<file path="config.mk">
export PLATFORM = sky130hd
export DESIGN_NAME = decode_stage
export DESIGN_NICKNAME = d
export VERILOG_FILES = /design/src/rtl/decode_pkg.sv /design/src/rtl/imm_extender.sv /design/src/rtl/decode_stage.sv
export SDC_FILE = /design/constraint.sdc
export NUM_CORES = 1
export LEC_CHECK = 0
export CORE_MARGIN = 2
export CORE_UTILIZATION = 53
export CTS_BUF_LIST = sky130_fd_sc_hd__clkbuf_16
export CTS_CLUSTER_DIAMETER = 30
export CTS_CLUSTER_SIZE = 25
export DETAILED_ROUTE_END_ITERATION = 16
export PLACE_DENSITY = 0.85
export SLEW_MARGIN = 20
export SYNTH_ARGS = -nofsm -noshare
export SYNTH_HDL_FRONTEND = slang
export SYNTH_SLANG_ARGS = --single-unit
</file>
<file path="constraint.sdc">
create_clock -name clk -period 4.1 [get_ports clk]
set_input_delay 1.025 -clock clk [delete_from_list [all_inputs] [get_ports clk]]
set_output_delay 1.025 -clock clk [all_outputs]
set_load 0.05 [all_outputs]
</file>
<file path="src/rtl/decode_pkg.sv">
// Shared decode types, encoding constants and the opcode-to-control mapping
// used by the decode stage and its immediate extender.
package decode_pkg;

  localparam int IMM_TYPE_BITS_COUNT    = 3;
  localparam int ALU_OP_BITS_COUNT      = 2;
  localparam int BRANCH_TYPE_BITS_COUNT = 2;
  localparam int RESULT_SRC_BITS_COUNT  = 2;

  localparam logic [IMM_TYPE_BITS_COUNT-1:0] IMM_TYPE_I = 3'd0;
  localparam logic [IMM_TYPE_BITS_COUNT-1:0] IMM_TYPE_S = 3'd1;
  localparam logic [IMM_TYPE_BITS_COUNT-1:0] IMM_TYPE_B = 3'd2;
  localparam logic [IMM_TYPE_BITS_COUNT-1:0] IMM_TYPE_U = 3'd3;
  localparam logic [IMM_TYPE_BITS_COUNT-1:0] IMM_TYPE_J = 3'd4;

  localparam logic ALU_SRC2_GPR = 1'b0;
  localparam logic ALU_SRC2_IMM = 1'b1;

  localparam logic [ALU_OP_BITS_COUNT-1:0] ALU_OP_ADD = 2'd0;
  localparam logic [ALU_OP_BITS_COUNT-1:0] ALU_OP_SUB = 2'd1;
  localparam logic [ALU_OP_BITS_COUNT-1:0] ALU_OP_OTH = 2'd2;

  localparam logic [BRANCH_TYPE_BITS_COUNT-1:0] BRANCH_TYPE_NOT_BRANCH = 2'd0;
  localparam logic [BRANCH_TYPE_BITS_COUNT-1:0] BRANCH_TYPE_COND       = 2'd1;
  localparam logic [BRANCH_TYPE_BITS_COUNT-1:0] BRANCH_TYPE_JAL        = 2'd2;
  localparam logic [BRANCH_TYPE_BITS_COUNT-1:0] BRANCH_TYPE_JALR       = 2'd3;

  localparam logic [RESULT_SRC_BITS_COUNT-1:0] RESULT_SRC_ALU = 2'd0;
  localparam logic [RESULT_SRC_BITS_COUNT-1:0] RESULT_SRC_MEM = 2'd1;
  localparam logic [RESULT_SRC_BITS_COUNT-1:0] RESULT_SRC_PC4 = 2'd2;
  localparam logic [RESULT_SRC_BITS_COUNT-1:0] RESULT_SRC_IMM = 2'd3;

  localparam logic [6:0] OP_LOAD     = 7'b0000011;
  localparam logic [6:0] OP_STORE    = 7'b0100011;
  localparam logic [6:0] OP_BRANCH   = 7'b1100011;
  localparam logic [6:0] OP_JAL      = 7'b1101111;
  localparam logic [6:0] OP_JALR     = 7'b1100111;
  localparam logic [6:0] OP_IMM      = 7'b0010011;
  localparam logic [6:0] OP_REG      = 7'b0110011;
  localparam logic [6:0] OP_LUI      = 7'b0110111;
  localparam logic [6:0] OP_AUIPC    = 7'b0010111;
  localparam logic [6:0] OP_RV64_IMM = 7'b0011011;
  localparam logic [6:0] OP_RV64_REG = 7'b0111011;

  typedef struct packed {
    logic [IMM_TYPE_BITS_COUNT-1:0]    imm_type;
    logic                              alu_src2;
    logic [ALU_OP_BITS_COUNT-1:0]      alu_op;
    logic [BRANCH_TYPE_BITS_COUNT-1:0] branch_type;
    logic                              write_memory;
    logic                              write_gpr;
    logic [RESULT_SRC_BITS_COUNT-1:0]  result_src;
    logic                              is_word_op;
    logic                              illegal;
  } ctrl_t;

  // All-zero bundle with no side effects; also what every don't-care field falls back to.
  localparam ctrl_t CTRL_SAFE = '{
    imm_type:     IMM_TYPE_I,
    alu_src2:     ALU_SRC2_GPR,
    alu_op:       ALU_OP_ADD,
    branch_type:  BRANCH_TYPE_NOT_BRANCH,
    write_memory: 1'b0,
    write_gpr:    1'b0,
    result_src:   RESULT_SRC_ALU,
    is_word_op:   1'b0,
    illegal:      1'b0
  };

  function automatic ctrl_t decode_ctrl(input logic [31:0] instr, input logic rv64);
    ctrl_t c;
    c = CTRL_SAFE;
    case (instr[6:0])
      OP_LOAD: begin
        c.alu_src2 = ALU_SRC2_IMM;
        c.write_gpr = 1'b1;
        c.result_src = RESULT_SRC_MEM;
      end
      OP_STORE: begin
        c.imm_type = IMM_TYPE_S;
        c.alu_src2 = ALU_SRC2_IMM;
        c.write_memory = 1'b1;
      end
      OP_BRANCH: begin
        c.imm_type = IMM_TYPE_B;
        c.alu_op = ALU_OP_SUB;
        c.branch_type = BRANCH_TYPE_COND;
      end
      OP_JAL: begin
        c.imm_type = IMM_TYPE_J;
        c.branch_type = BRANCH_TYPE_JAL;
        c.write_gpr = 1'b1;
        c.result_src = RESULT_SRC_PC4;
      end
      OP_JALR: begin
        c.alu_src2 = ALU_SRC2_IMM;
        c.branch_type = BRANCH_TYPE_JALR;
        c.write_gpr = 1'b1;
        c.result_src = RESULT_SRC_PC4;
      end
      OP_IMM: begin
        c.alu_src2 = ALU_SRC2_IMM;
        c.alu_op = ALU_OP_OTH;
        c.write_gpr = 1'b1;
      end
      OP_REG: begin
        c.alu_op = ALU_OP_OTH;
        c.write_gpr = 1'b1;
      end
      OP_LUI: begin
        c.imm_type = IMM_TYPE_U;
        c.write_gpr = 1'b1;
        c.result_src = RESULT_SRC_IMM;
      end
      OP_AUIPC: begin
        c.imm_type = IMM_TYPE_U;
        c.alu_src2 = ALU_SRC2_IMM;
        c.write_gpr = 1'b1;
      end
      OP_RV64_IMM: begin
        c.alu_src2 = ALU_SRC2_IMM;
        c.alu_op = ALU_OP_OTH;
        c.write_gpr = 1'b1;
        c.is_word_op = 1'b1;
        c.illegal = ~rv64;
      end
      OP_RV64_REG: begin
        c.alu_op = ALU_OP_OTH;
        c.write_gpr = 1'b1;
        c.is_word_op = 1'b1;
        c.illegal = ~rv64;
      end
      default: c.illegal = 1'b1;
    endcase
    if (instr[1:0] != 2'b11) c.illegal = 1'b1;
    // An illegal encoding still flows down the pipe, but with every side effect removed.
    if (c.illegal) begin
      c = CTRL_SAFE;
      c.illegal = 1'b1;
    end
    if (instr[11:7] == 5'd0) c.write_gpr = 1'b0;
    return c;
  endfunction

endpackage

</file>
<file path="src/rtl/imm_extender.sv">
// Combinational immediate extraction; every format sign-extends from instr[31] to XLEN.
module imm_extender
  import decode_pkg::*;
#(
  parameter int XLEN = 64
) (
  input  logic [31:0]                    instr,
  input  logic [IMM_TYPE_BITS_COUNT-1:0] imm_type,
  output logic [XLEN-1:0]                imm
);

  logic signed [31:0] w_imm32;
  logic               w_unused_opcode;

  assign w_unused_opcode = ^instr[6:0];

  always_comb begin
    // NOTE: default assigned first so no path through the case leaves w_imm32 unassigned (no latch).
    w_imm32 = {{20{instr[31]}}, instr[31:20]};
    case (imm_type)
      IMM_TYPE_S: w_imm32 = {{20{instr[31]}}, instr[31:25], instr[11:7]};
      IMM_TYPE_B: w_imm32 = {{19{instr[31]}}, instr[31], instr[7], instr[30:25], instr[11:8], 1'b0};
      IMM_TYPE_U: w_imm32 = {instr[31:12], 12'b0};
      IMM_TYPE_J: w_imm32 = {{11{instr[31]}}, instr[31], instr[19:12], instr[20], instr[30:21], 1'b0};
      default:    w_imm32 = {{20{instr[31]}}, instr[31:20]};
    endcase
  end

  // Signed cast widens with sign extension; a no-op when XLEN is 32.
  assign imm = XLEN'(w_imm32);

endmodule

</file>
<file path="src/rtl/decode_stage.sv">
// Registered decode stage between fetch and execute: valid/ready on both sides,
// one-entry skid buffer, synchronous flush and safe decode of every encoding.
module decode_stage
  import decode_pkg::*;
#(
  parameter int XLEN     = 64,
  parameter int PC_WIDTH = XLEN
) (
  input  logic                              clk,
  input  logic                              rst_n,
  input  logic                              flush,
  input  logic                              in_valid,
  output logic                              in_ready,
  input  logic [31:0]                       in_instr,
  input  logic [PC_WIDTH-1:0]               in_pc,
  output logic                              out_valid,
  input  logic                              out_ready,
  output logic [PC_WIDTH-1:0]               out_pc,
  output logic [XLEN-1:0]                   out_imm,
  output logic [4:0]                        out_rd,
  output logic [4:0]                        out_rs1,
  output logic [4:0]                        out_rs2,
  output logic [2:0]                        out_funct3,
  output logic                              out_funct7_5,
  output logic [IMM_TYPE_BITS_COUNT-1:0]    out_imm_type,
  output logic                              out_alu_src2,
  output logic [ALU_OP_BITS_COUNT-1:0]      out_alu_op,
  output logic [BRANCH_TYPE_BITS_COUNT-1:0] out_branch_type,
  output logic                              out_write_memory,
  output logic                              out_write_gpr,
  output logic [RESULT_SRC_BITS_COUNT-1:0]  out_result_src,
  output logic                              out_is_word_op,
  output logic                              out_illegal
);

  localparam logic RV64 = (XLEN == 64);

  logic                r_in_ready;
  logic                r_out_valid;
  logic                r_skid_valid;
  logic [31:0]         r_skid_instr;
  logic [PC_WIDTH-1:0] r_skid_pc;
  logic [PC_WIDTH-1:0] r_out_pc;
  logic [XLEN-1:0]     r_out_imm;
  logic [4:0]          r_out_rd;
  logic [4:0]          r_out_rs1;
  logic [4:0]          r_out_rs2;
  logic [2:0]          r_out_funct3;
  logic                r_out_funct7_5;
  ctrl_t               r_out_ctrl;

  logic                w_accept;
  logic                w_out_free;
  logic                w_load_out;
  logic                w_load_skid;
  logic                w_out_valid_nxt;
  logic                w_skid_valid_nxt;
  logic [31:0]         w_src_instr;
  logic [PC_WIDTH-1:0] w_src_pc;
  ctrl_t               w_ctrl;
  logic [XLEN-1:0]     w_imm;

  assign w_accept   = in_valid & r_in_ready;
  assign w_out_free = ~r_out_valid | out_ready;

  // The skid entry is always older than the input, so it takes the output register first.
  assign w_src_instr = r_skid_valid ? r_skid_instr : in_instr;
  assign w_src_pc    = r_skid_valid ? r_skid_pc : in_pc;

  assign w_ctrl = decode_ctrl(w_src_instr, RV64);

  imm_extender #(
    .XLEN(XLEN)
  ) u_imm_extender (
    .instr   (w_src_instr),
    .imm_type(w_ctrl.imm_type),
    .imm     (w_imm)
  );

  always_comb begin
    w_out_valid_nxt  = r_out_valid;
    w_skid_valid_nxt = r_skid_valid;
    w_load_out       = 1'b0;
    w_load_skid      = 1'b0;
    if (flush) begin
      w_out_valid_nxt  = 1'b0;
      w_skid_valid_nxt = 1'b0;
    end else if (w_out_free) begin
      if (r_skid_valid) begin
        w_out_valid_nxt  = 1'b1;
        w_skid_valid_nxt = 1'b0;
        w_load_out       = 1'b1;
      end else if (w_accept) begin
        w_out_valid_nxt = 1'b1;
        w_load_out      = 1'b1;
      end else begin
        w_out_valid_nxt = 1'b0;
      end
    end else if (w_accept) begin
      w_skid_valid_nxt = 1'b1;
      w_load_skid      = 1'b1;
    end
  end

  always_ff @(posedge clk or negedge rst_n) begin
    if (!rst_n) begin
      r_out_valid  <= 1'b0;
      r_skid_valid <= 1'b0;
      r_in_ready   <= 1'b1;
    end else begin
      // NOTE: non-blocking so every flop samples pre-edge values regardless of statement order.
      r_out_valid  <= w_out_valid_nxt;
      r_skid_valid <= w_skid_valid_nxt;
      r_in_ready   <= ~w_skid_valid_nxt;
    end
  end

  always_ff @(posedge clk or negedge rst_n) begin
    if (!rst_n) begin
      // NOTE: payload is reset as well so no X can ever leak through the source mux.
      r_skid_instr <= '0;
      r_skid_pc    <= '0;
    end else if (w_load_skid) begin
      r_skid_instr <= in_instr;
      r_skid_pc    <= in_pc;
    end
  end

  always_ff @(posedge clk or negedge rst_n) begin
    if (!rst_n) begin
      r_out_pc       <= '0;
      r_out_imm      <= '0;
      r_out_rd       <= '0;
      r_out_rs1      <= '0;
      r_out_rs2      <= '0;
      r_out_funct3   <= '0;
      r_out_funct7_5 <= 1'b0;
      r_out_ctrl     <= CTRL_SAFE;
    end else if (flush) begin
      r_out_pc       <= '0;
      r_out_imm      <= '0;
      r_out_rd       <= '0;
      r_out_rs1      <= '0;
      r_out_rs2      <= '0;
      r_out_funct3   <= '0;
      r_out_funct7_5 <= 1'b0;
      r_out_ctrl     <= CTRL_SAFE;
    end else if (w_load_out) begin
      r_out_pc       <= w_src_pc;
      r_out_imm      <= w_imm;
      r_out_rd       <= w_src_instr[11:7];
      r_out_rs1      <= w_src_instr[19:15];
      r_out_rs2      <= w_src_instr[24:20];
      r_out_funct3   <= w_src_instr[14:12];
      r_out_funct7_5 <= w_src_instr[30];
      r_out_ctrl     <= w_ctrl;
    end
  end

  assign in_ready         = r_in_ready;
  assign out_valid        = r_out_valid;
  assign out_pc           = r_out_pc;
  assign out_imm          = r_out_imm;
  assign out_rd           = r_out_rd;
  assign out_rs1          = r_out_rs1;
  assign out_rs2          = r_out_rs2;
  assign out_funct3       = r_out_funct3;
  assign out_funct7_5     = r_out_funct7_5;
  assign out_imm_type     = r_out_ctrl.imm_type;
  assign out_alu_src2     = r_out_ctrl.alu_src2;
  assign out_alu_op       = r_out_ctrl.alu_op;
  assign out_branch_type  = r_out_ctrl.branch_type;
  assign out_write_memory = r_out_ctrl.write_memory;
  assign out_write_gpr    = r_out_ctrl.write_gpr;
  assign out_result_src   = r_out_ctrl.result_src;
  assign out_is_word_op   = r_out_ctrl.is_word_op;
  assign out_illegal      = r_out_ctrl.illegal;

endmodule
</file>
== Word level (Yosys, flattened, before mapping) ==
Index checks and enable logic that the tools add are counted.

* Equality and inequality tests: 16
* Mux-type cells: 42
* Bitwise gates (word level): 4
* Reductions and logical operators: 10

{| class="wikitable"
|+ Operator list
! kind !! count
|-
| 64-bit two-way mux || 5
|-
| 31-bit one-hot mux with 4 select lines || 1
|-
| 14-bit two-way mux || 3
|-
| 32-bit two-way mux || 1
|-
| 5-bit two-way mux || 6
|-
| 7-bit by 6-bit equality test with 1-bit output (second input constant) || 4
|-
| 7-bit by 5-bit equality test with 1-bit output (second input constant) || 3
|-
| 7-bit equality test (second input constant) || 3
|-
| 1-bit two-way mux || 20
|-
| 2-bit one-hot mux with 3 select lines || 2
|-
| 3-bit one-hot mux with 4 select lines || 1
|-
| 11-bit OR reduction || 1
|-
| 9-bit OR reduction || 1
|-
| 7-bit by 2-bit equality test with 1-bit output (second input constant) || 1
|-
| 3-bit by 2-bit equality test with 1-bit output (second input constant) || 2
|-
| 3-bit two-way mux || 2
|-
| 2-bit OR reduction || 3
|-
| 6-bit OR reduction || 1
|-
| 5-bit zero test || 1
|-
| 2-bit one-hot mux with 2 select lines || 1
|-
| 2-bit nonzero test || 2
|-
| 4-bit OR reduction || 1
|-
| 3-bit by 1-bit equality test with 1-bit output (second input constant) || 1
|-
| 3-bit equality test (second input constant) || 1
|-
| other kinds (4) || 5
|}

* Bits in registers: 260
* Input port bits: 101
* Output and inout port bits: 163

== Logic depth before layout (Yosys ltp) ==
* Depth after elaboration: 10
* Mapped depth: 10
* Depth with buffers taken out: 6

== Modules after synthesis ==
A second synthesis with hierarchy kept.

* Cells, all modules: 1118
* Area, all modules: 12179.2 um^2

{| class="wikitable"
|+ By module, submodules not included
! module !! instances !! cells an instance !! area an instance (um^2) !! seq. area each (um^2)
|-
| decode_stage || 1 || 997 || 11313.4 || 6507.5
|-
| imm_extender || 1 || 121 || 865.8 || 0.0
|}

== Worst setup path before layout ==
OpenSTA, ideal clock, no wires.

* Kind: input to register
* Start: input flush
* End: register r_skid_instr[0]
* Library setup time: 0.125 ns
* Arrival: 2.516 ns
* Slack: 1.459 ns
* Stages on the path: 5
* Buffers on the path: 3
* Cells stage by stage: clkbuf_1 -> nor3_1 -> clkbuf_1 -> buf_2 -> mux2_2

* Word-level cells in the longest chain between the ends: 1

{| class="wikitable"
|+ Ends and longest elaborated chain
! item !! line !! source
|-
| start, declared || decode_stage.sv:11 || <nowiki>input logic flush,</nowiki>
|-
| 1-bit two-way mux || decode_stage.sv:85 || <nowiki>if (flush) begin</nowiki>
|-
| end signal, assigned || decode_stage.sv:124 || <nowiki>r_skid_instr <= in_instr;</nowiki>
|-
| end, declared || decode_stage.sv:41 || <nowiki>logic [31:0] r_skid_instr;</nowiki>
|}

No other way between the ends.
A chain may end at the register's enable or synchronous reset.

==> summary.txt <==
STA
  • Final Worst Setup Slack: 613 ps
  • Final period utilization: 85.0%
  • Final setup viols: 0
  • Setup repair after global routing missed its margin: no
  • Worst-margin pin slew: 960 ps
  • Achievable clock frequency: 0.287 GHz
  • Max-slew violations: 0
  • Final setup TNS: 0 ps
  • Final critical delay including setup and external delays: 3490 ps
  • Count of endpoints failing hold in the final timing report: 0
  • Clock tree skew after final layout: 17.3 ps
  • Worst rel slew slack: 36.0%
  • Hold Worst Slack: 474 ps

Power
  • Power density normalized to cell area: 576 nW/um2
  • Leakage Power: 6.12 nW
  • Max IR drop VDD: 0.539 mV

Logic synthesis
  • Biggest area consumer among synthesized cells: dfrtp_1
  • Sequential-to-total area share from yosys stat: 54.9%
  • Post-Synthesis Cells: 884
  • Most common cell in the netlist: dfrtp_1
  • Synthesized flop and latch total: 228
  • Fraction of post-synthesis cell area in the top cell type by area: 54.7%
  • Synth top cells by count: dfrtp_1 (227), nor2_1 (112), mux2_2 (103)
  • Top flip-flop cell by instance count after synthesis: dfrtp_1
  • Syn_nets: 985
  • Synth Cell Area: 10400 um2
  • Count of flip-flops with a built-in enable after synthesis: 0
  • Main area contributors after synthesis: dfrtp_1 (55%), mux2_2 (11%), mux2i_1 (8.5%)
  • Number of warnings printed during yosys synthesis: 0
  • Share of synthesized registers carrying an async set or reset: 100%
  • Syn_area_per_cell: 11.8 um2
  • Number of distinct library cells after synthesis: 49

CTS
  • CTS Buf Count: 51
  • Hold_buf cts: 0
  • Number of levels in the clock H-tree: 2
  • Sinks on Clock Net: 228
  • Count of instances resized after the clock tree is built: 0
  • Clock transition at path regs: 40 ps
  • # Post-CTS Setup Buffers: 0
  • Cell at the root of the clock tree: clkbuf_16
  • Clock tree from TritonCTS: built
  • Clock latency of the later-clocked register in the worst-skew pair: 530 ps
  • Clock Path Buffers: 3

Setup path
  • Worst-path fanout max: 34
  • Worst Reg2Reg Path Length in Cells: 7
  • Top delay family on crit path: flip-flops
  • Worst endpoint data arrival time: 2460 ps
  • Reg2Reg Launch Point: r_skid_valid$_DFF_PN0_
  • Slowest stage cell on the critical path: dfrtp_1
  • Buffering stage count on the worst path with inverters included: 1
  • Stage delay of the slowest cell on the critical path: 960 ps
  • Required arrival time at the worst endpoint: 3070 ps
  • End of the worst register-to-register path: out_imm[21]$_DFFE_PN0P_
  • Classification of the worst setup path: register to primary output
  • Minimum setup slack among reg-to-reg paths: 920 ps
  • Category of the worst setup path capture point: primary output
  • Sort of element at the start of the critical path: register
  • Cell breakdown of the critical path: clkdlybuf4s50_1

Global routing
  • Via count of the first global-routing pass: 7946
  • Leftover overflow at the end of global routing: 0
  • Maximum number of pins on one net before global-route repair: 176
  • Met3 GRT Util: 7.09%
  • Met2 capacity usage during global routing: 42.1%
  • GRT Resource Usage Total: 25.8%
  • Antenna violations before repair: 2
  • Global Route met1 Usage: 32.0%
  • Most heavily used metal layer in global routing: met2
  • Global-route wire length before repair: 41.9 mm

Floorplan
  • Die Footprint: 20700 um2
  • Effective utilization at floorplan: 53.8%
  • Boundary pin count: 264
  • Die span in y: 144 um
  • Horizontal die dimension: 144 um
  • Cell row count: 51
  • Std-Cell Core Area: 19300 um2

Detailed routing
  • Remaining routing DRC violations: 0
  • Initial DRC count: 237
  • Number of iterations in the first detailed-routing pass: 4
  • Detailed-route wire length per cell: 18.9 um
  • Vias per inst: 5.55
  • Final antenna-violating net count: 0
  • Detailed Route WL: 27.0 mm
  • Via count: 7907

Place
  • Buffers on Ports: 263
  • GP Congestion: 0.880
  • Final HPWL DP: 17.1 mm
  • Setup slack after placement: 235 ps
  • Number of placed instances with taps included: 1329

Finish
  • P&R area growth vs syn: 42.6%
  • Layout cell share with drive strength beyond 1: 19.3%
  • Fin cells: 1425
  • Filler cell count in the final layout: 1276
  • Fin nets: 1218

Flow run
  • Max-cap violations: 0

Worst hold path
  • Source of the worst hold timing path: out_alu_op[1]$_DFFE_PN0P_
  • Hold crit path type: register to register
  • Depth of the worst hold-timing path: 2
  • Endpoint of the worst hold path: out_alu_op[1]$_DFFE_PN0P_

Run status
  • Result of the run: complete, no violations
worst max path at each step:
stage,from,endpoint,slack (ps),depth (start not counted)
6_report,out_imm[62]$_DFFE_PN0P_,out_imm[52],610,1
5_1_grt,out_imm[62]$_DFFE_PN0P_,out_imm[51],450,1
4_1_cts,out_imm[62]$_DFFE_PN0P_,out_imm[52],550,1
3_5_place_dp,in_instr[4],out_imm[21]$_DFFE_PN0P_,230,8
3_3_place_gp,in_instr[4],out_imm[21]$_DFFE_PN0P_,350,8
2_1_floorplan,flush,r_skid_instr[0]$_DFFE_PN0P_,1460,5
routing by layer:
metal	vias up	wire [um]
li1	3641	-
met4	0	1090
met2	333	13000
met5	-	0
met3	78	2300
met1	3855	10600
registers in the layout, indices dropped and copies added (netlist names):
register	count
out_is_word_op	1
out_rs1	5
out_result_src	2
out_write_memory	1
out_funct3	3
out_imm_type	3
out_pc	64
r_skid_valid	1
out_imm	32
out_funct7_5	1
out_valid	1
out_alu_op	2
in_ready	1
r_skid_pc	64
out_write_gpr	1
out_rd	5
r_skid_instr	32
out_alu_src2	1
out_rs2	5
out_branch_type	2
out_illegal	1
layout by cell type (no fill, tap or decap), types with 2 or more instances in the layout:
master / count
bufinv_16: 11
nand3_1: 5
a21oi_1: 17
nand3b_1: 2
a22o_1: 8
clkbuf_16: 53
a22oi_1: 4
mux2_2: 103
nor3_1: 8
clkinv_4: 6
buf_4: 12
mux2_4: 3
nand2_1: 50
nand2b_1: 2
a2bb2oi_1: 7
buf_12: 3
nand4_1: 3
a21boi_0: 5
a31oi_1: 5
nand4b_1: 2
clkinvlp_4: 5
or3_1: 6
diode_2: 2
mux2i_1: 88
nor2_1: 112
o22ai_1: 2
a311oi_1: 2
a22oi_2: 3
nor2_2: 3
clkinv_1: 7
o21ai_0: 17
a211oi_1: 82
inv_1: 5
clkinv_2: 7
clkdlybuf4s50_1: 261
dfrtp_1: 226
power breakdown:
part	leakage, nW	switching (W)	internal, W
registers	2.91	0.000197	0.00260
clock network	0.898	0.00126	0.00302
logic	2.31	0.000852	0.000604
stage by stage:
step           power, W  utilization, %  instance area (um2)
3_5_place_dp    0.00428            67.2                13000
6_report        0.00854            76.7                14800
4_1_cts         0.00860            76.6                14800
5_1_grt         0.00885            76.7                14800
2_1_floorplan   0.00376               -                10400
3_3_place_gp    0.00422            67.2                13000
logic make-up after synthesis:
group / synth area share [%]
muxes: 20.1
DFF: 54.9
xor gates and xnor gates: 0.0843
buffers and inverters: 5.19
and+or+nand+nor: 8.46
AOI/OAI and AO/OA: 11.3
layout make-up:
class                           instances  area (um2)  share of cell area, %
Multi-Input combinational cell        558        4160                   28.1
Inverter                                1        3.75                 0.0253
Antenna cell                            2        5.00                 0.0338
Clock inverter                         41         505                   3.41
Timing Repair Buffer                  277        2780                   18.7
Clock buffer                           53        1330                   8.95
Sequential cell                       228        5710                   38.5
Tap cell                              265         332                   2.24
Note: power is estimated with default switching activity, not from simulation.
